<file path="src/rtl/binoc_ni_ejector.sv">
// binoc_ni_ejector: NI receive side; credit-flow FIFO, framing/destination check,
// valid/ready flit delivery to the core with packet and error counters.
module binoc_ni_ejector #(
  parameter int COORD_W = 1,
  parameter int MY_X    = 0,
  parameter int MY_Y    = 0,
  parameter int DEPTH   = 4,
  parameter int CNT_W   = 16,
  parameter int FLIT_W  = 34
) (
  input  logic                 clk,
  input  logic                 rst,
  input  logic [FLIT_W-1:0]    flit_in,
  input  logic                 flit_valid,
  output logic                 credit_out,
  output logic [31:0]          core_data,
  output logic [2*COORD_W-1:0] core_src,
  output logic                 core_sop,
  output logic                 core_eop,
  output logic                 core_valid,
  input  logic                 core_ready,
  output logic [CNT_W-1:0]     pkt_cnt,
  output logic [CNT_W-1:0]     err_cnt,
  output logic                 err_dst,
  output logic                 err_proto
);
  localparam int AW = $clog2(DEPTH);
  typedef enum logic [1:0] {IDLE, BODY, DROP} state_t;
  state_t state, state_nx;
  logic [FLIT_W-1:0] mem [DEPTH];
  logic [FLIT_W-1:0] head;
  logic [AW-1:0] wp, rp;
  logic [AW:0] cnt;
  logic [2*COORD_W-1:0] src_q;
  logic empty, full, push, pop, hs, is_head, is_tail, dst_ok;
  logic deliver, discard, f_dst, f_proto, ovf;
  logic [1:0] err_inc;
  logic [CNT_W:0] err_sum, pkt_sum;

  assign head    = mem[rp];
  assign empty   = cnt == '0;
  assign full    = cnt == (AW+1)'(DEPTH);
  assign is_head = head[FLIT_W-1];
  assign is_tail = head[FLIT_W-2];
  assign dst_ok  = head[31 -: COORD_W] == COORD_W'(MY_X) &&
                   head[31-COORD_W -: COORD_W] == COORD_W'(MY_Y);

  // A head seen mid-packet or while dropping is left in the FIFO and re-examined from IDLE
  always_comb begin
    deliver  = 1'b0;
    discard  = 1'b0;
    f_dst    = 1'b0;
    f_proto  = 1'b0;
    state_nx = state;
    if (!empty)
      case (state)
        IDLE:
          if (is_head && dst_ok) begin
            deliver = 1'b1;
            if (core_ready && !is_tail) state_nx = BODY;
          end else if (is_head) begin
            discard = 1'b1;
            f_dst   = 1'b1;
            if (!is_tail) state_nx = DROP;
          end else begin
            discard = 1'b1;
            f_proto = 1'b1;
          end
        BODY:
          if (is_head) begin
            f_proto  = 1'b1;
            state_nx = IDLE;
          end else begin
            deliver = 1'b1;
            if (core_ready && is_tail) state_nx = IDLE;
          end
        DROP:
          if (is_head) begin
            f_proto  = 1'b1;
            state_nx = IDLE;
          end else begin
            discard = 1'b1;
            if (is_tail) state_nx = IDLE;
          end
        default: state_nx = IDLE;
      endcase
  end

  assign hs         = deliver & core_ready;
  assign pop        = hs | discard;
  assign push       = flit_valid & (~full | pop);
  assign ovf        = flit_valid & full & ~pop;
  assign core_valid = deliver;
  assign core_sop   = deliver && state == IDLE;
  assign core_eop   = deliver & is_tail;
  assign core_data  = empty ? '0 : head[31:0];
  assign core_src   = core_sop ? head[31-2*COORD_W -: 2*COORD_W] : src_q;
  assign err_inc    = 2'(f_dst) + 2'(f_proto) + 2'(ovf);
  assign err_sum    = {1'b0, err_cnt} + (CNT_W+1)'(err_inc);
  assign pkt_sum    = {1'b0, pkt_cnt} + (CNT_W+1)'(hs & is_tail);

  always_ff @(posedge clk or negedge rst)
    if (!rst) begin
      state      <= IDLE;
      wp         <= '0;
      rp         <= '0;
      cnt        <= '0;
      src_q      <= '0;
      credit_out <= 1'b0;
      err_dst    <= 1'b0;
      err_proto  <= 1'b0;
      pkt_cnt    <= '0;
      err_cnt    <= '0;
    end else begin
      state      <= state_nx;
      wp         <= wp + AW'(push);
      rp         <= rp + AW'(pop);
      cnt        <= cnt + (AW+1)'(push) - (AW+1)'(pop);
      if (hs && state == IDLE) src_q <= head[31-2*COORD_W -: 2*COORD_W];
      credit_out <= pop;
      err_dst    <= f_dst;
      err_proto  <= f_proto | ovf;
      pkt_cnt    <= pkt_sum[CNT_W] ? '1 : pkt_sum[CNT_W-1:0];
      err_cnt    <= err_sum[CNT_W] ? '1 : err_sum[CNT_W-1:0];
    end

  always_ff @(posedge clk)
    if (push) mem[wp] <= flit_in;
endmodule

</file>
<file path="config.mk">
export PLATFORM = sky130hd
export DESIGN_NAME = binoc_ni_ejector
export DESIGN_NICKNAME = d
export VERILOG_FILES = /design/src/rtl/binoc_ni_ejector.sv
export SDC_FILE = /design/constraint.sdc
export NUM_CORES = 1
export LEC_CHECK = 0
export ABC_AREA = 1
export BUFFER_PORTS_ARGS = -buffer_cell sky130_fd_sc_hd__buf_2
export CAP_MARGIN = 20
export CORE_ASPECT_RATIO = 1.1
export CORE_MARGIN = 5
export CORE_UTILIZATION = 60
export CTS_CLUSTER_SIZE = 28
export DETAILED_ROUTE_END_ITERATION = 10
export PLACE_DENSITY = 0.81
export SLEW_MARGIN = 20
export SYNTH_ARGS = -nofsm -noshare
export SYNTH_HDL_FRONTEND = slang
export SYNTH_SLANG_ARGS = --single-unit
export TNS_END_PERCENT = 30
</file>
<file path="constraint.sdc">
create_clock -name clk -period 4.7 [get_ports clk]
set_input_delay 0.235 -clock clk [delete_from_list [all_inputs] [get_ports clk]]
set_output_delay 0.235 -clock clk [all_outputs]
set_load 0.005 [all_outputs]
</file>
==> flow_metrics.tcl <==
set metrics [dict create \
    yosys.area_share.simple 0.169 \
    hold_viol_final 0 \
    drc_errors 0 \
    syn_area_um2 7730 \
    clockRootBuffer "clkbuf_16" \
    period_minus_slack_ps 3980 \
    die_area_um2 15300 \
    max_slew_margin 0.277 \
    synth_cell_type_count 36 \
    synthToLayoutAreaGrowth_pct 18.2 \
    power.switching_mw 2.14 \
    dp_hpwl_mm 10.4 \
    grt_start_max_net_pins 47 \
    fmaxAchievable_ghz 0.251 \
    yosys_register_bits 182 \
    antenna_found_initial 1 \
    worst-path-buf-inv 2 \
    cts.path.max_buffers 2 \
    grt_first_pass_wirelength_mm 26.2 \
    worst_pin_slew_ps 1080 \
    cp.arrival_ps 4290 \
    swShare 0.360 \
    hold_path_class "input port to flop" \
    period_share 0.847 \
    final_cells 978 \
    layout-drive-gt1-share 0.216 \
    muxShareOfSynthArea 0 \
    clk_pin_slew_worst_paths_ps 70 \
    clock_sinks 182 \
    ir_drop_mv 0.402 \
    postSynthCellCount 696 \
    yosysSeqAreaShare 0.677 \
    cap_violations 0 \
    totalWireLength_mm 16.2 \
    endpoint_kind "flop" \
    slew_viol_final 0 \
    final_common_cell "edfxtp_1" \
    cts_setup_buffers 0 \
    power_density_nw_per_um2 648 \
    gp_congestion 0.883 \
    dp_cells 942 \
    drt_iter0_drc 456 \
    grt_overflow 0 \
    grt_use_total 0.215 \
    rsz0062_at_grt "false" \
    vias 5435 \
    cp_max_fo 31 \
    antenna_left 0 \
    setup_violations 0 \
    intPower_mw 3.79 \
    top_level_ports 110 \
    setup_tns_ps 0 \
    synth.net_count 749 \
    post_cts_resized 0 \
    port_buffers 109 \
    avgViaCountPerCell 5.56 \
    die_x_um 118 \
    diodes 0 \
    core_area_um2 12600 \
    cts_tree "yes" \
    crit_chain "inv_2 -> nand2_1 -> nand2_1 -> nand2_1 -> nand2_1 -> nand3_1 -> nand2_1 -> nand2_1 -> nand2_1 -> nand3_1 -> fa_1 -> inv_1 -> ha_1 -> fa_1 -> nand2_1 -> nor2_1 -> nand3_1 -> nor2_2 -> nand2_1 -> a21boi_0 -> o21ai_0" \
    yosys.area_share.adder 0.0272 \
    numCtsBuffers 17 \
    final_cell_mix "edfxtp_1, nor2_1, buf_2" \
    path_class "flop to flop" \
    total_power_mw 5.93 \
    critPathTopFamily "simple AND/OR/NAND/NOR gates" \
    insertion_delay_ps 430 \
    start_util 0.612 \
    synth_top_family_by_area "simple AND/OR/NAND/NOR gates" \
    postCtsHoldBufs 0 \
    ys_warn_count 0 \
    p_leak_nw 3.85 \
    syn_avg_cell_area_um2 11.1 \
    cp_common_cell "nand2_1" \
    cpPeakStageDelay_ps 500 \
    wl_per_cell_um 16.5 \
    fin_skew_ps 9.75 \
    synth_compound_area_frac 0.0746 \
    p_seq_frac 0.382 \
    grt_pass1_vias 5466 \
    nFillCells 862 \
    final_util 0.723 \
    p_clk_frac 0.253 \
    critPathLaunchType "flop" \
    drt_first_pass_iters 4 \
    critical_path.slowest_cell "fa_1" \
    fin_nets 861 \
    pwr-share-comb 0.364 \
    synth_xor_xnor_area_share 0.0147 \
    status "complete, no violations" \
    row_count 43 \
    cts_max_level 4 \
    cp.required_ps 5010 \
    chipHeight_um 129 \
]
==> metal layers <==
layer	up-vias	wire length [um]	global-route usage
li1	2583	-	-
met1	2642	6670	0.259
met2	180	8210	0.381
met3	28	1020	0.0567
met4	2	240	0.0722
met5	-	13	0
==> worst reg2reg max path: cells and delay by family, from the launching register on <==
family / cells / cell delay, ps
DFF: 1 / 410
adders and majority gates: 3 / 1120
AOI/OAI and AO/OA: 2 / 300
and+or+nand+nor: 14 / 1620
buffers and inverters: 2 / 420
==> per-stage QoR <==
step / setup WS [ps] / instance area [um^2] / hold slack (ps)
finish: 721 / 9140 / 21.4
global route: 325 / 9140 / 10.6
CTS: 710 / 9060 / 11.1
detailed placement: 735 / 8430 / 451
global placement: 931 / 8430 / 444
floorplan: 1520 / 7730 / -60.6
==> registers in the layout, summed over array words and instances, names as in the netlist <==
| register | flops |
|---|---|
| src_q | 2 |
| pkt_cnt | 16 |
| err_cnt | 16 |
| wp | 2 |
| err_proto | 1 |
| rp | 2 |
| err_dst | 1 |
| mem | 136 |
| cnt | 3 |
| state | 2 |
| credit_out | 1 |
==> logic make-up (layout without fill, tap and decap cells) <==
| kind of cell | after synthesis | count (layout) |
|---|---|---|
| compound gates | 112 | 112 |
| xor+xnor | 13 | 13 |
| fa+ha+maj | 15 | 15 |
| buf+inv | 72 | 197 |
| flops | 182 | 182 |
| simple gates | 302 | 302 |
==> cell usage after synthesis, drive strengths merged <==
master | n | area [um^2]
xnor2 | 4 | 35.0
a32oi | 2 | 17.5
and2 | 1 | 6.26
or2 | 7 | 43.8
nor2 | 140 | 551
edfxtp | 136 | 4080
clkinv | 1 | 3.75
nand4 | 4 | 31.3
o21ai | 73 | 365
fa | 3 | 60.1
dfrtp | 46 | 1150
nand2 | 104 | 413
clkbuf | 11 | 41.3
nor3 | 9 | 66.3
xor2 | 9 | 78.8
a21oi | 32 | 160
inv | 45 | 169
a21boi | 2 | 15.0
buf | 15 | 76.3
ha | 12 | 150
nand3 | 34 | 175
a31oi | 3 | 18.8
nand3b | 2 | 15.0
nor3b | 1 | 7.51
==> power by group through the flow <==
stage,Clock [mW],Combinational [mW],Sequential [mW]
after floorplan,0,1.36,2.26
after global placement,0,2.02,2.28
after detailed placement,0,2.13,2.30
after CTS,1.52,2.14,2.27
after global routing,1.59,2.43,2.30
final,1.50,2.16,2.26
==> area by class of cell <==
cell class,count,area (um^2),area share
multi-input combinational,442,2240,0.245
timing repair buffer,119,671,0.0734
clock inverter,13,195,0.0214
inverter,46,173,0.0189
clock buffer,19,433,0.0474
sequential,182,5240,0.573
tap,157,196,0.0215
==> path summary, 6_finish.rpt <==
check                                   endpoint  cells past startpoint  slack (ps)                  from
max in group asynchronous        rp[0]$_DFF_PN0_                      2        3910                   rst
hold / removal               mem[0][1]$_DFFE_PP_                      1          20            flit_in[1]
hold reg to reg             src_q[1]$_DFFE_PN0P_                      2         500  src_q[1]$_DFFE_PN0P_
setup / recovery           err_cnt[11]$_DFF_PN0_                     21         720       rp[0]$_DFF_PN0_
setup reg to reg           err_cnt[11]$_DFF_PN0_                     21         720       rp[0]$_DFF_PN0_
min in group asynchronous   pkt_cnt[9]$_DFF_PN0_                      2         360                   rst
No activity file was read; power rests on OpenSTA's default activity.
